## src/rtl/imm_gen_pipe.sv

```systemverilog
// imm_gen_pipe: pipelined RV32I/RV64I immediate generator.
//   Decodes instr (I/S/B/U/J, R as zero-immediate, everything else illegal),
//   sign-extends to XLEN and moves the result plus a sideband tag through a
//   STAGES-deep valid/ready pipeline with synchronous flush.  A saturating
//   counter tracks illegal instructions delivered downstream.
// Ports:
//   clk, n_rst               clock, async active-low reset
//   flush                    drop everything in flight at the next edge
//   in_valid/in_ready        upstream handshake; instr, in_tag payload
//   out_valid/out_ready      downstream handshake
//   imm_out/fmt_out/illegal_out/out_tag   delivered instruction fields
//   illegal_cnt, cnt_clr     saturating illegal counter and its clear
module imm_gen_pipe #(
  parameter int XLEN   = 32,
  parameter int STAGES = 1,
  parameter int TAG_W  = 32,
  parameter int CNT_W  = 8
) (
  input  logic             clk,
  input  logic             n_rst,
  input  logic             flush,
  input  logic             in_valid,
  output logic             in_ready,
  input  logic [31:0]      instr,
  input  logic [TAG_W-1:0] in_tag,
  output logic             out_valid,
  input  logic             out_ready,
  output logic [XLEN-1:0]  imm_out,
  output logic [2:0]       fmt_out,
  output logic             illegal_out,
  output logic [TAG_W-1:0] out_tag,
  output logic [CNT_W-1:0] illegal_cnt,
  input  logic             cnt_clr
);

  localparam logic [2:0] FMT_R = 3'd0, FMT_I = 3'd1, FMT_S = 3'd2,
                         FMT_B = 3'd3, FMT_U = 3'd4, FMT_J = 3'd5,
                         FMT_X = 3'd7;

  typedef struct packed {
    logic [XLEN-1:0]  imm;
    logic [2:0]       fmt;
    logic             ill;
    logic [TAG_W-1:0] tag;
  } stg_t;

  // ---------------- decode (combinational, ahead of stage 0) ----------------
  logic [31:0] imm32;
  stg_t        dec;

  always_comb begin
    imm32 = '0;
    dec   = '0;
    dec.fmt = FMT_X;
    dec.ill = 1'b1;
    if (instr[1:0] == 2'b11) begin
      case (instr[6:0])
        7'b0010011, 7'b0000011, 7'b1100111, 7'b0001111, 7'b1110011: begin
          dec.fmt = FMT_I; dec.ill = 1'b0;
          imm32 = {{20{instr[31]}}, instr[31:20]};
        end
        7'b0100011: begin
          dec.fmt = FMT_S; dec.ill = 1'b0;
          imm32 = {{20{instr[31]}}, instr[31:25], instr[11:7]};
        end
        7'b1100011: begin
          dec.fmt = FMT_B; dec.ill = 1'b0;
          imm32 = {{19{instr[31]}}, instr[31], instr[7], instr[30:25], instr[11:8], 1'b0};
        end
        7'b0110111, 7'b0010111: begin
          dec.fmt = FMT_U; dec.ill = 1'b0;
          imm32 = {instr[31:12], 12'b0};
        end
        7'b1101111: begin
          dec.fmt = FMT_J; dec.ill = 1'b0;
          imm32 = {{11{instr[31]}}, instr[31], instr[19:12], instr[20], instr[30:21], 1'b0};
        end
        7'b0110011: begin
          dec.fmt = FMT_R; dec.ill = 1'b0;
        end
        default: ;
      endcase
    end
    // Widen the 32-bit immediate: fill with the sign, then drop in the low word.
    dec.imm       = {XLEN{imm32[31]}};
    dec.imm[31:0] = imm32;
    dec.tag       = in_tag;
  end

  // ---------------- pipeline ----------------
  logic [STAGES-1:0] vld_q;
  stg_t              stg_q   [STAGES];
  logic [STAGES-1:0] vld_src;
  stg_t              stg_src [STAGES];
  logic [STAGES-1:0] rdy;

  // Source of each stage: the decoder for stage 0, the previous stage otherwise.
  always_comb begin
    vld_src[0] = in_valid;
    stg_src[0] = dec;
    for (int k = 1; k < STAGES; k++) begin
      vld_src[k] = vld_q[k-1];
      stg_src[k] = stg_q[k-1];
    end
  end

  // ready_k = !valid_k || ready_{k+1}, folded from the output end so each
  // stage reads an accumulator rather than its neighbour's ready bit.
  always_comb begin : ready_chain
    logic r;
    r   = out_ready;
    rdy = '0;
    for (int k = STAGES-1; k >= 0; k--) begin
      r      = r | ~vld_q[k];
      rdy[k] = r;
    end
  end

  always_ff @(posedge clk or negedge n_rst) begin
    if (!n_rst) begin
      vld_q <= '0;
      for (int k = 0; k < STAGES; k++) stg_q[k] <= '0;
    end else begin
      for (int k = 0; k < STAGES; k++) begin
        if (rdy[k]) begin
          vld_q[k] <= vld_src[k];
          // Data only moves with a valid source so idle stages keep old contents.
          if (vld_src[k]) stg_q[k] <= stg_src[k];
        end
      end
      if (flush) vld_q <= '0;  // wins over any load in the same cycle
    end
  end

  assign in_ready    = rdy[0];
  assign out_valid   = vld_q[STAGES-1];
  assign imm_out     = stg_q[STAGES-1].imm;
  assign fmt_out     = stg_q[STAGES-1].fmt;
  assign illegal_out = stg_q[STAGES-1].ill;
  assign out_tag     = stg_q[STAGES-1].tag;

  // ---------------- illegal counter ----------------
  logic [CNT_W-1:0] cnt_q, cnt_d;

  always_comb begin
    cnt_d = cnt_q;
    if (cnt_clr)
      cnt_d = '0;
    else if (out_valid && out_ready && illegal_out && (cnt_q != {CNT_W{1'b1}}))
      cnt_d = cnt_q + 1'b1;
  end

  always_ff @(posedge clk or negedge n_rst) begin
    if (!n_rst) cnt_q <= '0;
    else        cnt_q <= cnt_d;
  end

  assign illegal_cnt = cnt_q;

endmodule

```

## config.mk

```make
export PLATFORM = sky130hd
export DESIGN_NAME = imm_gen_pipe
export DESIGN_NICKNAME = d
export VERILOG_FILES = /design/src/rtl/imm_gen_pipe.sv
export SDC_FILE = /design/constraint.sdc
export NUM_CORES = 1
export LEC_CHECK = 0
export CAP_MARGIN = 40
export CORE_UTILIZATION = 42
export DETAILED_ROUTE_END_ITERATION = 10
export GPL_TIMING_DRIVEN = 0
export HOLD_SLACK_MARGIN = 0.08
export PLACE_DENSITY_LB_ADDON = 0.25
export SLEW_MARGIN = 20
export SYNTH_ARGS = -nofsm -noshare
export SYNTH_HDL_FRONTEND = slang
export SYNTH_SLANG_ARGS = --single-unit
```

## constraint.sdc

```tcl
create_clock -name clk -period 2 [get_ports clk]
set_input_delay 0.3 -clock clk [delete_from_list [all_inputs] [get_ports clk]]
set_output_delay 0.3 -clock clk [all_outputs]
set_load 0.02 [all_outputs]
```

==> metrics.csv <==
stage,metric,value,unit
run_status,status,"finished, final reports clean",
clock_network,htree depth,3,
pwr,PD cells,730,mW/mm2
setup_path,CP Max Fanout,10,
route,vias,3076,
final_layout,NumNets Final,574,
route,DR WL met3,408,um
clock_network,Clk Tree Root Cell,clkbuf_8,
final_layout,most frequent cells in the layout,"144 x clkdlybuf4s50_1, 121 x nand2_1, 77 x dfrtp_1, 15 x o21ai_1, 13 x clkbuf_8",
route,1st-pass router iterations,5,
synthesis,synthesized flop and latch total,77,
synthesis,Main synth FF type,dfrtp_1,
clock_network,CTS max path bufs,2,
clock_network,clock slew at reported path FFs,0.08,ns
min_path,Min-Delay Path Class,input port to register,
placed_design,dpl cells,593,
sta,clock skew,0.00725,ns
final_layout,Area growth syn-to-layout,56.2,%
sta,Hold Fails Final Rpt,0,
sta,Worst-Margin Slew,0.618,ns
floorplanning,Die Ht,91.2,um
synthesis,Syn Inst Count,345,
floorplanning,CORE AREA,0.00773,mm2
synthesis,post-synthesis sequential area ratio,0.577,
floorplanning,Initial Util,0.432,
run,Max-Cap Viols,0,
route,WL final,9060,um
setup_path,Worst EP required,2.27,ns
grt,largest net degree at the start of global routing,45,
placed_design,pre-CTS setup slack,-0.376,ns
final_layout,Antenna Cells,0,
final_layout,final non-filler cell total,610,
pwr,P_leak,2.30,nW
route,drt first-iter violations,137,
sta,final worst-path cycle share,0.965,
synthesis,post-synth top area cell,dfrtp_1,
final_layout,share of cells above drive strength 1,0.0787,
grt,Overflow after GRT,0,
route,DR WL/cell,14.9,um
clock_network,number of CTS-inserted buffers,9,
route,met1 WL,3960,um
sta,RSZ-0062 raised after global routing,false,
sta,endpoints failing setup,0,
sta,min cycle time layout,1.93,ns
grt,first-pass GRT wire length,14600,um
setup_path,crit end category,register,
synthesis,asr flop ratio synth,1.00,
sta,Slew HR,0.586,
setup_path,critical path arrival,2.20,ns
sta,final setup margin,0.0695,ns
sta,f_max,518,MHz
route,DRT antenna net count,0,
synthesis,number of synthesized flops with an enable pin,0,
route,routed wl met2,4560,um
placed_design,dpl hpwl,6630,um
pwr,VDD IR-drop max,467,uV
grt,vias in the first global route,3038,
floorplanning,I/O Pins,148,
route,top layer in use,met4,
placed_design,port buffer count,145,
floorplanning,FP Rows,32,
route,# DRC,0,
grt,antenna violations before repair,0,
synthesis,post-synth cell types,49,
clock_network,CTS tree,done,
grt,gr usage total,0.222,
synthesis,ranking of synthesized cells by area,"dfrtp_1 58%, nand2_1 14%, a221o_1 3.3%",
synthesis,Mapped Area,0.00334,mm2
final_layout,final core occ,0.675,
sta,Max Slew Vio Count,0,
synthesis,area share of the largest cell type after synthesis,0.577,
route,Via density,5.04,
placed_design,Final Wtd Congestion,0.890,
sta,hold_ws,0.309,ns
synthesis,Avg Inst Size Synth,9.68,um2
final_layout,"commonest non-fill, non-tap cell in the layout",clkdlybuf4s50_1,
synthesis,Synthesized Nets,416,
floorplanning,Die ar.,0.00831,mm2
floorplanning,Die W,91.2,um
clock_network,clk sinks,77,
setup_path,CP Launch Type,input port,
setup_path,critical path class,input port to register,
clock_network,"Clk Latency, worst-skew pair",0.34,ns
synthesis,yosys warns,0,
clock_network,Post-CTS Setup Inserts,0,
cell families after synthesis:
family          after synthesis  synth area share
xor+xnor                      8            0.0210
buf+inv                      22            0.0296
flops                        77             0.577
fa+ha+maj                     2           0.00712
compound gates               70             0.151
simple gates                165             0.211
mux                           1           0.00300
critical path, stage by stage:
cell and delay, ns:
clkdlybuf4s50_1 0.52, buf_4 0.18, or3b_4 0.40, a21boi_4 0.22, inv_2 0.05, a21oi_2 0.33
a22o_1 0.19
layer usage:
metal	global-route usage	vias to the layer above
met4	0.0899	0
met3	0.0352	12
met2	0.377	103
met1	0.284	1468
met5	0	-
li1	-	1493
cells in the mapped netlist (2+ instances only):
| master | n |
|---|---|
| and3_1 | 6 |
| inv_1 | 2 |
| dfrtp_1 | 77 |
| inv_2 | 2 |
| o21ai_1 | 15 |
| and2_1 | 3 |
| a21oi_1 | 12 |
| nor3_1 | 3 |
| a22oi_1 | 4 |
| buf_2 | 4 |
| a221o_1 | 11 |
| o22a_1 | 2 |
| a22o_1 | 7 |
| o21a_1 | 3 |
| buf_1 | 4 |
| xor2_1 | 2 |
| nor2_1 | 11 |
| xnor2_1 | 6 |
| clkbuf_1 | 7 |
| a31oi_1 | 2 |
| nand4_1 | 3 |
| nand3_1 | 4 |
| nand2_1 | 122 |
| nor2b_1 | 2 |
| nand2b_1 | 2 |
| o21ai_0 | 4 |
| buf_4 | 3 |
repair_timing:
item / CTS / global route
hold endpoints to repair: 33 / 0
setup endpoints to repair: 10 / 27
hold buffers: 1 / 0
gates cloned: 0 / 0
resized for setup: 2 / 3
cell type report:
cell class	count	area [um2]
buffer	18	85.1
inverter	4	15.0
timing repair buffer	147	1490
clock buffer	13	179
tap	102	128
sequential	77	1930
multi-input combinational	246	1330
clock inverter	3	65.1
fill	628	2510
where the power goes:
group | leakage, nW | total [mW] | switching, mW | internal, mW
logic | 1.18 | 0.726 | 0.367 | 0.359
registers | 0.997 | 1.70 | 0.0503 | 1.65
clock network | 0.126 | 1.38 | 0.545 | 0.838
total | 2.30 | 3.81 | 0.962 | 2.84
flip-flops by register name, summed over array words and instances, names as in the netlist:
register     cells
illegal_out      1
out_valid        1
fmt_out          3
out_tag         32
illegal_cnt      8
imm_out         32
through the flow:
step	total power [mW]	TNS (ns)	area, um2
CTS	3.84	0	5200
floorplan	2.02	0	3340
global route	3.97	0	5220
global placement	2.43	-171.91	4920
detailed placement	2.45	-17.12	4940
finish	3.81	0	5220
path summary, 6_finish.rpt:
| kind | startpoint | slack [ns] | cells past startpoint | end |
|---|---|---|---|---|
| worst max-delay path | instr[3] | 0.07 | 7 | imm_out[5]$_DFFE_PN0P_ |
| min in group asynchronous | n_rst | 0.44 | 2 | out_tag[17]$_DFFE_PN0P_ |
| worst min-delay path | cnt_clr | 0.31 | 2 | illegal_cnt[4]$_DFFE_PN0P_ |
| worst max register to register | out_valid$_DFFE_PN0P_ | 0.21 | 6 | imm_out[28]$_DFFE_PN0P_ |
| worst min register to register | out_tag[24]$_DFFE_PN0P_ | 0.47 | 2 | out_tag[24]$_DFFE_PN0P_ |
| max in group asynchronous | n_rst | 0.98 | 3 | imm_out[10]$_DFFE_PN0P_ |
Note: power is estimated with default switching activity, not from simulation.
